File: config.mk
export PLATFORM = sky130hd
export DESIGN_NAME = game_turn_sequencer
export DESIGN_NICKNAME = d
export VERILOG_FILES = /design/src/rtl/game_pkg.sv /design/src/rtl/game_turn_timer.sv /design/src/rtl/game_turn_sequencer.sv
export SDC_FILE = /design/constraint.sdc
export NUM_CORES = 1
export LEC_CHECK = 0
export ABC_CLOCK_PERIOD_IN_PS = 3650
export BUFFER_PORTS_ARGS = -buffer_cell sky130_fd_sc_hd__buf_2
export CAP_MARGIN = 10
export CORE_AREA = 2 2 58 60
export DETAILED_ROUTE_END_ITERATION = 7
export DIE_AREA = 0 0 60 62
export GPL_ROUTABILITY_DRIVEN = 0
export PLACE_DENSITY = 0.76
export REMOVE_ABC_BUFFERS = 1
export SKIP_CTS_REPAIR_TIMING = 1
export SYNTH_ARGS = -nofsm -noshare
export SYNTH_HDL_FRONTEND = slang
export SYNTH_SLANG_ARGS = --single-unit
export TNS_END_PERCENT = 1
File: constraint.sdc
create_clock -name clk -period 3.65 [get_ports clk]
set_input_delay 0.365 -clock clk [delete_from_list [all_inputs] [get_ports clk]]
set_output_delay 0.365 -clock clk [all_outputs]
set_load 0.005 [all_outputs]
File: src/rtl/game_pkg.sv
// -----------------------------------------------------------------------------
// game_pkg
//   Shared types and constants for the lane-crossing game controller.
//
//   Contents:
//     - game_state_e  : top-level game state, encoded for the state output
//     - tick_action_e : what a game tick resolves to in the sequencer
//     - row_t/score_t : lane row index and player score types
//     - START_ROW, GOAL_ROW, WIN_SCORE
//     - next_row()    : applies one up/down move with the bottom-row clamp
// -----------------------------------------------------------------------------
package game_pkg;

  localparam int NUM_ROWS = 8;
  localparam int ROW_W    = $clog2(NUM_ROWS);
  localparam int SCORE_W  = 4;

  typedef logic [ROW_W-1:0]   row_t;
  typedef logic [SCORE_W-1:0] score_t;

  // Every turn begins on the bottom row; reaching the top row scores.
  localparam row_t   START_ROW = row_t'(NUM_ROWS - 1);
  localparam row_t   GOAL_ROW  = row_t'(0);
  localparam score_t WIN_SCORE = score_t'(10);

  typedef enum logic [1:0] {
    QI      = 2'b00,
    QGAME_1 = 2'b01,
    QGAME_2 = 2'b10,
    QDONE   = 2'b11
  } game_state_e;

  // Resolution of one tick inside a game state, in priority order:
  // a hit ends the turn, a goal scores (possibly winning), an expired
  // timer ends the turn, otherwise the move is simply applied.
  typedef enum logic [2:0] {
    ACT_IDLE,
    ACT_MOVE,
    ACT_GOAL,
    ACT_WIN,
    ACT_END_TURN
  } tick_action_e;

  // Up moves toward GOAL_ROW (row - 1); down moves toward START_ROW and
  // stops there. Up and down together cancel. An up move from GOAL_ROW
  // never happens: the sequencer resets the row as soon as it is reached.
  function automatic row_t next_row(input row_t row, input logic up,
                                    input logic dn);
    row_t r;
    r = row;
    if (up && !dn) begin
      r = row - row_t'(1);
    end else if (dn && !up && (row < START_ROW)) begin
      r = row + row_t'(1);
    end
    return r;
  endfunction

endpackage

File: src/rtl/game_turn_timer.sv
// -----------------------------------------------------------------------------
// game_turn_timer
//   Per-turn down-counter. Loads TURN_TICKS on load, decrements by one on
//   each enabled tick, and flags expired while the count is at its last
//   tick, so the tick that would take it to zero is the one that ends the
//   turn.
//
//   Ports:
//     clk      in   system clock
//     reset    in   synchronous active-low reset (count = TURN_TICKS)
//     load     in   reload the count to TURN_TICKS (wins over en)
//     en       in   decrement the count by one
//     expired  out  count is at its final tick (count <= 1)
// -----------------------------------------------------------------------------
module game_turn_timer #(
  parameter int TIMER_W    = 8,
  parameter int TURN_TICKS = 200
) (
  input  logic clk,
  input  logic reset,
  input  logic load,
  input  logic en,
  output logic expired
);

  localparam logic [TIMER_W-1:0] RELOAD = TIMER_W'(TURN_TICKS);
  localparam logic [TIMER_W-1:0] ONE    = TIMER_W'(1);

  logic [TIMER_W-1:0] count;

  // NOTE: sequential state uses non-blocking assignments so every register
  // samples pre-edge values, independent of statement order.
  always_ff @(posedge clk) begin
    if (!reset) begin
      count <= RELOAD;
    end else if (load) begin
      count <= RELOAD;
    end else if (en && (count != '0)) begin
      count <= count - ONE;
    end
  end

  assign expired = (count <= ONE);

endmodule

File: src/rtl/game_turn_sequencer.sv
// -----------------------------------------------------------------------------
// game_turn_sequencer
//   Central controller of the two-player lane-crossing game. Owns the game
//   state, the active player's row, both scores and the per-turn timer, and
//   drives the obstacle-lane datapath with shift/clear strobes.
//
//   Ports:
//     clk         in   system clock (single domain)
//     reset       in   synchronous active-low reset
//     start       in   level: 1 = play, 0 = return to idle
//     tick        in   one-cycle game-step strobe
//     btn_up      in   one-cycle debounced up pulse
//     btn_down    in   one-cycle debounced down pulse
//     hit         in   collision flag for player_row, used only on tick
//     state       out  QI / QGAME_1 / QGAME_2 / QDONE
//     player_row  out  active player's lane row
//     lane_shift  out  one-cycle strobe: rotate obstacle rows
//     lane_clear  out  one-cycle strobe: reload lane patterns
//     p1_score    out  player 1 score
//     p2_score    out  player 2 score
//
//   All outputs are registered; strobes appear in the cycle after the edge
//   that decides them.
// -----------------------------------------------------------------------------
module game_turn_sequencer
  import game_pkg::*;
#(
  parameter int TURN_TICKS = 200,
  parameter int TIMER_W    = 8
) (
  input  logic               clk,
  input  logic               reset,
  input  logic               start,
  input  logic               tick,
  input  logic               btn_up,
  input  logic               btn_down,
  input  logic               hit,
  output logic [1:0]         state,
  output logic [ROW_W-1:0]   player_row,
  output logic               lane_shift,
  output logic               lane_clear,
  output logic [SCORE_W-1:0] p1_score,
  output logic [SCORE_W-1:0] p2_score
);

  game_state_e  state_q, state_nxt;
  tick_action_e action;

  row_t   row_nxt;
  row_t   row_moved;
  score_t p1_nxt, p2_nxt;
  score_t cur_score, score_inc;

  logic shift_nxt, clear_nxt;
  logic pend_up, pend_dn, pend_up_nxt, pend_dn_nxt;
  logic up_eff, dn_eff;
  logic in_game;
  logic timer_load, timer_en, timer_expired;

  assign state = state_q;

  // ---------------------------------------------------------------------------
  // Turn timer
  // ---------------------------------------------------------------------------
  game_turn_timer #(
    .TIMER_W    (TIMER_W),
    .TURN_TICKS (TURN_TICKS)
  ) u_timer (
    .clk     (clk),
    .reset   (reset),
    .load    (timer_load),
    .en      (timer_en),
    .expired (timer_expired)
  );

  // ---------------------------------------------------------------------------
  // Tick decode
  // ---------------------------------------------------------------------------
  assign in_game = (state_q == QGAME_1) || (state_q == QGAME_2);

  // A pulse arriving in the same cycle as the tick still counts.
  assign up_eff    = pend_up | btn_up;
  assign dn_eff    = pend_dn | btn_down;
  assign row_moved = next_row(player_row, up_eff, dn_eff);

  assign cur_score = (state_q == QGAME_2) ? p2_score : p1_score;
  assign score_inc = (cur_score >= WIN_SCORE) ? WIN_SCORE
                                              : cur_score + score_t'(1);

  // NOTE: every variable written in an always_comb gets a default first, so
  // no path leaves it unassigned and no latch is inferred.
  always_comb begin
    action = ACT_IDLE;
    if (in_game && start && tick) begin
      if (hit) begin
        action = ACT_END_TURN;
      end else if (row_moved == GOAL_ROW) begin
        // A goal reloads the timer, so it beats a same-tick timeout.
        action = (score_inc == WIN_SCORE) ? ACT_WIN : ACT_GOAL;
      end else if (timer_expired) begin
        action = ACT_END_TURN;
      end else begin
        action = ACT_MOVE;
      end
    end
  end

  // ---------------------------------------------------------------------------
  // State register and registered outputs
  // ---------------------------------------------------------------------------
  always_ff @(posedge clk) begin
    if (!reset) begin
      state_q    <= QI;
      player_row <= START_ROW;
      p1_score   <= '0;
      p2_score   <= '0;
      lane_shift <= 1'b0;
      lane_clear <= 1'b0;
      pend_up    <= 1'b0;
      pend_dn    <= 1'b0;
    end else begin
      state_q    <= state_nxt;
      player_row <= row_nxt;
      p1_score   <= p1_nxt;
      p2_score   <= p2_nxt;
      lane_shift <= shift_nxt;
      lane_clear <= clear_nxt;
      pend_up    <= pend_up_nxt;
      pend_dn    <= pend_dn_nxt;
    end
  end

  // ---------------------------------------------------------------------------
  // Next-state logic
  // ---------------------------------------------------------------------------
  always_comb begin
    state_nxt = state_q;
    case (state_q)
      QI: begin
        if (start) state_nxt = QGAME_1;
      end
      QGAME_1, QGAME_2: begin
        if (!start) begin
          state_nxt = QI;
        end else if (action == ACT_END_TURN) begin
          state_nxt = (state_q == QGAME_1) ? QGAME_2 : QGAME_1;
        end else if (action == ACT_WIN) begin
          state_nxt = QDONE;
        end
      end
      QDONE: begin
        if (!start) state_nxt = QI;
      end
      default: state_nxt = QI;
    endcase
  end

  // ---------------------------------------------------------------------------
  // Output / datapath next values
  // ---------------------------------------------------------------------------
  always_comb begin
    row_nxt     = player_row;
    p1_nxt      = p1_score;
    p2_nxt      = p2_score;
    shift_nxt   = 1'b0;
    clear_nxt   = 1'b0;
    pend_up_nxt = pend_up;
    pend_dn_nxt = pend_dn;
    timer_load  = 1'b0;
    timer_en    = 1'b0;

    case (state_q)
      QI: begin
        // Idle: row parked at the bottom, button pulses discarded.
        row_nxt     = START_ROW;
        pend_up_nxt = 1'b0;
        pend_dn_nxt = 1'b0;
        if (start) begin
          p1_nxt     = '0;
          p2_nxt     = '0;
          timer_load = 1'b1;
          clear_nxt  = 1'b1;
        end
      end

      QGAME_1, QGAME_2: begin
        if (!start) begin
          // Abort: scores are kept for display until the next start.
          row_nxt     = START_ROW;
          pend_up_nxt = 1'b0;
          pend_dn_nxt = 1'b0;
        end else if (tick) begin
          // Every game tick shifts the lanes, including turn-ending ones.
          shift_nxt   = 1'b1;
          pend_up_nxt = 1'b0;
          pend_dn_nxt = 1'b0;
          case (action)
            ACT_MOVE: begin
              row_nxt  = row_moved;
              timer_en = 1'b1;
            end
            ACT_GOAL, ACT_WIN: begin
              // The turn continues from the bottom with a fresh timer;
              // a winning goal leaves the lanes as they are.
              row_nxt    = START_ROW;
              timer_load = 1'b1;
              if (state_q == QGAME_1) p1_nxt = score_inc;
              else                    p2_nxt = score_inc;
            end
            ACT_END_TURN: begin
              row_nxt    = START_ROW;
              timer_load = 1'b1;
              clear_nxt  = 1'b1;
            end
            default: ;
          endcase
        end else begin
          // Between ticks, remember any move request.
          pend_up_nxt = pend_up | btn_up;
          pend_dn_nxt = pend_dn | btn_down;
        end
      end

      QDONE: begin
        // Outputs frozen; only leaving the state moves the row.
        pend_up_nxt = 1'b0;
        pend_dn_nxt = 1'b0;
        if (!start) row_nxt = START_ROW;
      end

      default: ;
    endcase
  end

endmodule

==> run_results.csv, run 1 <==
group,metric,value,unit
route,routed_wl,3620,um
sta,period_share,0.825,
sta,fmax,0.332,GHz
cells_and_area,drive_gt1_frac,0.208,
synth,synth_most_common_cell,"dfxtp_1",
die,die_w,60,um
global_routing,grt_remaining_overflow,0,
power,pwr_density_cell,479,nW/um2
clocking,cts_sinks,25,
global_routing,grt_use_total,0.206,
worst_setup_path,critPathSlowestCell,"or4_1",
global_routing,grt.met2_usage,0.376,
global_routing,busiest_layer,"met2",
clocking,cts-root-buf,"clkbuf_4",
synth,ys.warnings.count,0,
job,cap_violations,0,
worst_setup_path,crit_arrival,3.23,ns
route,drc,0,
global_routing,grt_max_degree,20,
global_routing,antenna_found_initial,0,
cells_and_area,finalInstanceArea,1850,um2
sta,post-route-min-period,3.01,ns
route,dr.pass1.iters,4,
route,wl_per_cell,13.8,um
clocking,cts_inserted_buffers,3,
clocking,cts_tree,"yes",
synth,synthTopCellsByArea,"dfxtp_1 30%, ha_1 7.4%, mux2i_1 6.5%, nor2_1 4.7%, nand2_1 3.8%",
worst_setup_path,crit_fanout,10,
power,ir_drop,0.000294,V
global_routing,grt_pass1_wl,5940,um
synth,yosysUniqueCellTypes,51,
global_routing,grt_pass1_vias,1376,
clocking,cts_buffer_depth,2,
synth,synthTopCellsByCount,"25 x dfxtp_1, 21 x nor2_1, 17 x nand2_1",
synth,synth_top_family_by_area,"simple AND/OR/NAND/NOR gates",
worst_setup_path,cpMostUsedCell,"ha_1",
worst_setup_path,crit_family,"simple AND/OR/NAND/NOR gates",
synth,synth.area.mux_share,0.0872,
cells_and_area,nets,234,
synth,synth_fa_ha_area_frac,0.0739,
sta,tightest_slew,0.674,ns
placement,dp_hpwl,2700,um
synth,syn_inst,199,
die,start_util,0.532,
die,die_y,62,um
power,power.total,0.000886,W
cells_and_area,area_growth,9.31,%
worst_setup_path,max_stage_delay,0.51,ns
synth,yosysSeqAreaShare,0.296,
synth,netlist_area,1690,um2
sta,finalHoldViolCount,0,
synth,yosys.area_share.simple,0.291,
synth,synth_xor_area_frac,0.0466,
clocking,htreeDepth,1,
die,core,3180,um2
sta,max-slew-margin-rel,0.550,
worst_setup_path,cp-start-kind,"flip-flop",
worst_setup_path,crit_required,3.87,ns
sta,setup_viol,0,
route,first_iter_violations,47,
sta,rsz0062_at_grt,"false",
sta,fin_skew,0.00237,ns
worst_setup_path,critPathKind,"flip-flop to flip-flop",
synth,synth-seq-cells,25,
worst_setup_path,crit_chain,"inv_1 > ha_1 > mux2i_1 > ha_1 > or4_1 > o21ai_0 > mux2_4 > nor4b_1 > o31ai_1",
route,viasPerCell,5.78,
power,leakage,0.735,nW
placement,numPortBuffers,21,
status,outcome,"finished, final reports clean",
synth,synth_top_area_frac,0.296,
synth,synth_largest_area_cell,"dfxtp_1",
synth,yosys_most_used_dff,"dfxtp_1",
worst_setup_path,critPathCaptureType,"flip-flop",
global_routing,met3_usage,0.0228,
synth,syn_area_per_cell,8.51,um2
placement,dpl_cell_area,1820,um2
synth,synth_compound_area_frac,0.163,
die,die-area,3720,um2
route,vias,1514,
route,ant_nets,0,
worst_setup_path,regToRegSetupSlack,0.64,ns
die,ios,22,
clocking,clk_pin_slew,0.15,ns
synth,synthArstFlopShare,0,
worst_hold_path,hold_class,"input port to flip-flop",
sta,final.setup.tns,0,ns
sta,finalMaxSlewViolations,0,
worst_setup_path,cp_num_buf_inv,1,
die,rows,21,
synth,synth_edf_count,0,
global_routing,met1_usage,0.253,
cells_and_area,antennaDiodeCount,0,
clocking,worstSkewPairLatency,0.33,ns
-- layout by cell type, fill, tap and decap left out, drive strengths merged, types with 2 or more instances in the layout --
cell type / count
nand2b: 5
nand3: 9
xor2: 4
nand4b: 2
o221a: 2
xnor2: 5
clkbuf: 3
buf: 21
nor2: 23
dfxtp: 25
nor4: 2
inv: 10
a221oi: 2
o21a: 2
a32oi: 2
nor3: 11
nand4: 5
a211oi: 3
mux2i: 11
nand2: 17
a21oi: 11
or2: 2
ha: 10
o21ai: 5
nor2b: 2
nor4b: 2
mux2: 3
and3: 2
-- per-layer routing --
metal  up-vias  wire length [um]
met5         -                 0
met4         0                55
met3         9               167
met2        53              1790
met1       696              1610
li1        756                 -
-- worst register-to-register path: stages, from the launching register on --
cell,delay (ns)
dfxtp_1,0.38
inv_1,0.09
ha_1,0.40
mux2i_1,0.43
ha_1,0.31
or4_1,0.51
o21ai_0,0.25
mux2_4,0.20
nor4b_1,0.24
o31ai_1,0.11
-- state kept, by name, summed over array words and instances (netlist names) --
signal	cells
lane_clear	1
lane_shift	1
p1_score	4
p2_score	4
pend_dn	1
pend_up	1
player_row	3
state	2
u_timer.count	8
-- final cells by class --
type                       instances  area, um2
clock buffer                       3       22.5
clock inverter                     1       7.51
fill                             306       1330
inverter                          10       37.5
multi-input combinational        156       1120
sequential                        25        500
tap                               46       57.6
timing repair buffer              21        105
-- report_power, final --
group          switching [W]  total, W  leakage, nW  internal (W)
logic               0.000244  0.000420        0.519      0.000176
clock network      0.0000905  0.000132       0.0139     0.0000419
registers          0.0000298  0.000333        0.203      0.000303
total               0.000364  0.000886        0.735      0.000521
-- kinds of logic (layout without fill, tap and decap cells) --
group,Yosys count,count (layout)
AO/OA/AOI/OAI,35,35
buffers and inverters,18,35
XOR/XNOR,9,9
flip-flops,25,25
multiplexers,14,14
AND/OR/NAND/NOR,88,88
adder cells (fa/ha/maj),10,10
-- worst paths after layout --
check	from	end	cells after the start
max reg2reg	state[0]	player_row[0]	9
min	btn_up	pend_up	3
max	state[0]	player_row[0]	9
min reg2reg	p1_score[0]	p1_score[0]	2
-- metrics by stage --
stage / util / setup WS (ns) / hold WS, ns / instances
3_5_place_dp: 0.573 / 0.733 / 0.477 / 258
3_3_place_gp: 0.573 / 0.787 / 0.465 / 258
5_1_grt: 0.582 / 0.408 / 0.329 / 262
4_1_cts: 0.582 / 0.677 / 0.301 / 262
2_1_floorplan: - / 0.962 / 0.427 / 191
6_report: 0.582 / 0.638 / 0.307 / 262
(Power assumes the default switching activity.)
==> run 2: changes to the inputs <==
ABC_CLOCK_PERIOD_IN_PS = 3000   (was 3650)
clock period = 3 ns   (was 3.65 ns; I/O delays follow)
==> run 2 against run 1 <==
Sequential share of layout area shrank 0.52 points. Global-route usage increased by 1.2 points. Clock power grew 21%. Sequential cell count unchanged. Critical endpoint unchanged. Largest power group unchanged. Highest routed layer unchanged.
==> run_results.csv, run 2 (synthesis results as in run 1) <==
group,metric,value,unit
die,die_w,60,um
sta,finalMaxSlewViolations,0,
sta,finalHoldViolCount,0,
cells_and_area,fin_cells,266,
power,pwr_density_cell,593,nW/um2
cells_and_area,drive_gt1_frac,0.232,
worst_setup_path,crit_arrival,3.03,ns
clocking,cts_sinks,25,
worst_setup_path,crit_required,3.22,ns
worst_setup_path,crit_chain,"inv_1 > ha_2 > mux2_2 > ha_1 > or4_1 > o21ai_0 > mux2_4 > nor4b_1 > o31ai_1",
power,ir_drop,0.000318,V
global_routing,grt_max_degree,20,
cells_and_area,final_cell_mix,"25 x dfxtp_1, 21 x nor2_1, 21 x buf_2, 17 x nand2_1, 11 x nor3_1",
die,ios,22,
die,core,3180,um2
global_routing,grt_pass1_wl,6240,um
global_routing,grt_remaining_overflow,0,
cells_and_area,utilization,0.593,
clocking,worstSkewPairLatency,0.33,ns
route,viasPerCell,5.53,
die,rows,21,
sta,final.setup.tns,0,ns
worst_setup_path,critPathSlowestCell,"or4_1",
sta,max-slew-margin-rel,0.617,
placement,numPortBuffers,21,
worst_setup_path,crit_fanout,6,
worst_setup_path,cp-start-kind,"flip-flop",
power,power_frac_seq,0.364,
route,ant_nets,0,
power,p_int,0.000660,W
route,drc,0,
status,outcome,"finished, final reports clean",
die,start_util,0.532,
cells_and_area,top_regs,"u_timer.count (8), p1_score (4), p2_score (4)",
sta,tightest_slew,0.569,ns
global_routing,grt_pass1_vias,1397,
global_routing,antenna_found_initial,0,
worst_setup_path,crit_family,"simple AND/OR/NAND/NOR gates",
cells_and_area,area_growth,11.5,%
global_routing,grt_use_total,0.218,
clocking,cts-root-buf,"clkbuf_4",
clocking,cts_inserted_buffers,3,
sta,fin_skew,0.00360,ns
cells_and_area,antennaDiodeCount,0,
clocking,cts_buffer_depth,2,
power,power_frac_clock,0.143,
clocking,cts_tree,"yes",
placement,placed_cells,262,
power,p_comb_frac,0.493,
worst_setup_path,cp_num_buf_inv,1,
route,first_iter_violations,66,
power,power.switching,0.000459,W
clocking,htreeDepth,1,
power,power.total,0.00112,W
cells_and_area,max_flop_register,"u_timer.count",
sta,whs,0.244,ns
sta,rsz0062_at_grt,"false",
placement,dp_hpwl,2700,um
sta,period_share,0.939,
worst_setup_path,critPathCaptureType,"flip-flop",
sta,setup_viol,0,
die,die-area,3720,um2
sta,fmax,0.355,GHz
worst_setup_path,critPathKind,"flip-flop to flip-flop",
worst_hold_path,hold_class,"input port to flip-flop",
die,die_y,62,um
route,routed_wl,3650,um
cells_and_area,fill_cells,300,
cells_and_area,largest_reg_flops,8,
route,dr.pass1.iters,5,
job,cap_violations,0,
cells_and_area,nets,238,
sta,post-route-min-period,2.82,ns
cells_and_area,final_common_cell,"dfxtp_1",
route,wl_per_cell,13.7,um
power,leakage,0.753,nW
power,netSwitchingFraction,0.410,
worst_setup_path,max_stage_delay,0.52,ns
clocking,clk_pin_slew,0.15,ns
route,vias,1471,
[run 2: path summary, 6_finish.rpt]
check,cells after the start,slack [ns],endpoint,startpoint
worst max-delay path,9,0.18,player_row[0],state[0]
worst min-delay path,3,0.24,pend_up,btn_up
worst max register to register,9,0.18,player_row[0],state[0]
worst min register to register,2,0.50,p2_score[0],p2_score[0]
[run 2: tightest hold or removal path, cell delays in order]
cell and delay [ns]:
buf_2 0.11, nor2_4 0.05, nor2_1 0.08
[run 2: layer usage]
layer  GRT usage  wire (um)  vias up
met5           0          0        -
met4      0.0698         41        0
met3      0.0373        129        4
met2       0.384       1770       38
met1       0.272       1720      671
li1            -          -      758
[run 2: through the flow]
stage	setup WS [ns]	cell area, um2
floorplan	0.312	1660
detailed placement	0.136	1850
finish	0.184	1890
global placement	0.243	1850
CTS	0.125	1880
global route	0.0264	1890
[run 2: cell type report]
cell class                 count  area [um2]  area share
clock buffer                   3        22.5      0.0119
clock inverter                 1        7.51     0.00398
multi-input combinational    156        1130       0.597
inverter                      10        37.5      0.0199
sequential                    25         500       0.265
timing repair buffer          25         135      0.0716
tap                           46        57.6      0.0305
[run 2: power by group through the flow]
stage               sequential (W)  clock, W  combinational, W
floorplan                 0.000410         0          0.000378
global placement          0.000410         0          0.000532
detailed placement        0.000411         0          0.000538
CTS                       0.000404  0.000166          0.000543
global route              0.000412  0.000179          0.000618
finish                    0.000407  0.000160          0.000552
==> run 3: changes to the inputs <==
CORE_AREA = 2 2 66 53   (was 2 2 58 60)
DIE_AREA = 0 0 68 55   (was 0 0 60 62)
PLACE_DENSITY = 0.77   (was 0.76)
==> run 3 against run 2 <==
Clock-buffer cell count did not move. Sequential cell count is the same. Clock power up 26%. Utilization grew 1.4 points. Largest cell class unchanged. Die area rose by 0.54%. Worst hold slack improved by 0.069 ns. Setup slack improved by 0.094 ns. Global-route usage is 1.1 points lower. Highest routed layer unchanged. Final cell count decreased by 2.3%. Register-to-register slack improved by 0.09 ns.
==> run_results.csv, run 3 (synthesis results as in run 1) <==
group,metric,value,unit
status,outcome,"finished, final reports clean",
cells_and_area,top_regs,"u_timer.count (8), p1_score (4), p2_score (4)",
sta,setup_viol,0,
power,pwr_density_cell,606,nW/um2
die,ios,22,
power,leakage,0.766,nW
sta,tightest_slew,0.623,ns
worst_setup_path,cp-start-kind,"flip-flop",
worst_setup_path,critPathKind,"flip-flop to flip-flop",
cells_and_area,max_flop_register,"u_timer.count",
placement,dp_hpwl,2620,um
global_routing,antenna_found_initial,0,
global_routing,grt_pass1_wl,5820,um
global_routing,grt_pass1_vias,1253,
placement,numPortBuffers,21,
clocking,cts-root-buf,"clkbuf_8",
clocking,cts_sinks,25,
die,die_w,68,um
clocking,cts_inserted_buffers,3,
cells_and_area,utilization,0.608,
route,vias,1486,
sta,finalHoldViolCount,0,
cells_and_area,nets,238,
cells_and_area,antennaDiodeCount,0,
clocking,cts_buffer_depth,2,
die,die_y,55,um
cells_and_area,final_cell_mix,"25 x dfxtp_1, 21 x nor2_1, 21 x buf_2, 17 x nand2_1",
global_routing,grt_remaining_overflow,0,
sta,fmax,0.367,GHz
placement,dpl_cell_area,1840,um2
clocking,htreeDepth,1,
sta,final.setup.tns,0,ns
placement,placed_cells,256,
route,ant_nets,0,
sta,rsz0062_at_grt,"false",
route,wl_per_cell,13.5,um
die,core,3110,um2
sta,finalMaxSlewViolations,0,
cells_and_area,drive_gt1_frac,0.223,
route,dr.pass1.iters,4,
power,ir_drop,0.000441,V
sta,post-route-min-period,2.72,ns
die,die-area,3740,um2
cells_and_area,final_common_cell,"dfxtp_1",
clocking,clk_pin_slew,0.09,ns
cells_and_area,area_growth,11.6,%
sta,fin_skew,0.00270,ns
global_routing,grt_max_degree,20,
worst_hold_path,hold_path_depth,3,
route,routed_wl,3510,um
cells_and_area,largest_reg_flops,8,
route,viasPerCell,5.72,
worst_setup_path,crit_arrival,2.87,ns
worst_setup_path,crit_fanout,5,
worst_hold_path,hold_class,"input port to flip-flop",
clocking,worstSkewPairLatency,0.27,ns
die,rows,18,
die,start_util,0.545,
global_routing,grt_use_total,0.207,
cells_and_area,fin_cells,260,
sta,max-slew-margin-rel,0.585,
job,cap_violations,0,
worst_setup_path,crit_required,3.15,ns
route,first_iter_violations,81,
worst_setup_path,worstRegToRegCells,9,
sta,whs,0.313,ns
worst_setup_path,critPathCaptureType,"flip-flop",
sta,period_share,0.907,
cells_and_area,finalInstanceArea,1890,um2
route,drc,0,
clocking,cts_tree,"yes",
[run 3: cell count changes in the layout (fill, tap and decap cells not counted), sizes merged]
| cell | change |
|---|---|
| clkinv | +1 |
| clkinvlp | -1 |
[run 3: final timing paths]
| check | slack [ns] | endpoint | start |
|---|---|---|---|
| max | 0.28 | player_row[0] | state[0] |
| max reg2reg | 0.28 | player_row[0] | state[0] |
| min reg2reg | 0.49 | p2_score[0] | p2_score[0] |
| min | 0.31 | pend_up | btn_up |
[run 3: layer usage]
metal  share of wire  wire length, um  global-route usage  vias up
li1                -                -                   -      759
met1            0.51             1780               0.280      677
met2            0.43             1520               0.328       46
met3           0.051              178              0.0445        4
met4           0.011               39              0.0700        0
met5               0                0                   0        -
[run 3: where the power goes]
part,total [W],internal [W],switching [W],leakage [nW]
Clock,0.000201,0.0000930,0.000108,0.0255
Combinational,0.000540,0.000238,0.000302,0.537
Sequential,0.000404,0.000368,0.0000356,0.203
Total,0.00115,0.000699,0.000446,0.766
[run 3: worst max-delay path, stage by stage, from the launching register on]
cell	delay, ns
dfxtp_1	0.41
inv_1	0.09
ha_1	0.25
mux2_2	0.30
ha_1	0.28
or4_1	0.51
o21ai_0	0.22
mux2_4	0.19
nor4b_1	0.23
o31ai_1	0.11
[run 3: metrics by stage]
stage / total power (W) / setup WS, ns
CTS: 0.00115 / 0.282
global placement: 0.000949 / 0.372
global route: 0.00123 / 0.0181
detailed placement: 0.000945 / 0.312
finish: 0.00115 / 0.278
floorplan: 0.000787 / 0.312
[run 3: area by class of cell]
class | instances | area, um2
multi-input cells | 156 | 1120
fillers | 275 | 1220
clock buffers | 3 | 41.3
well taps | 40 | 50.0
inverters | 10 | 37.5
flip-flops and latches | 25 | 500
clock inverters | 1 | 5.00
repair buffers | 25 | 135
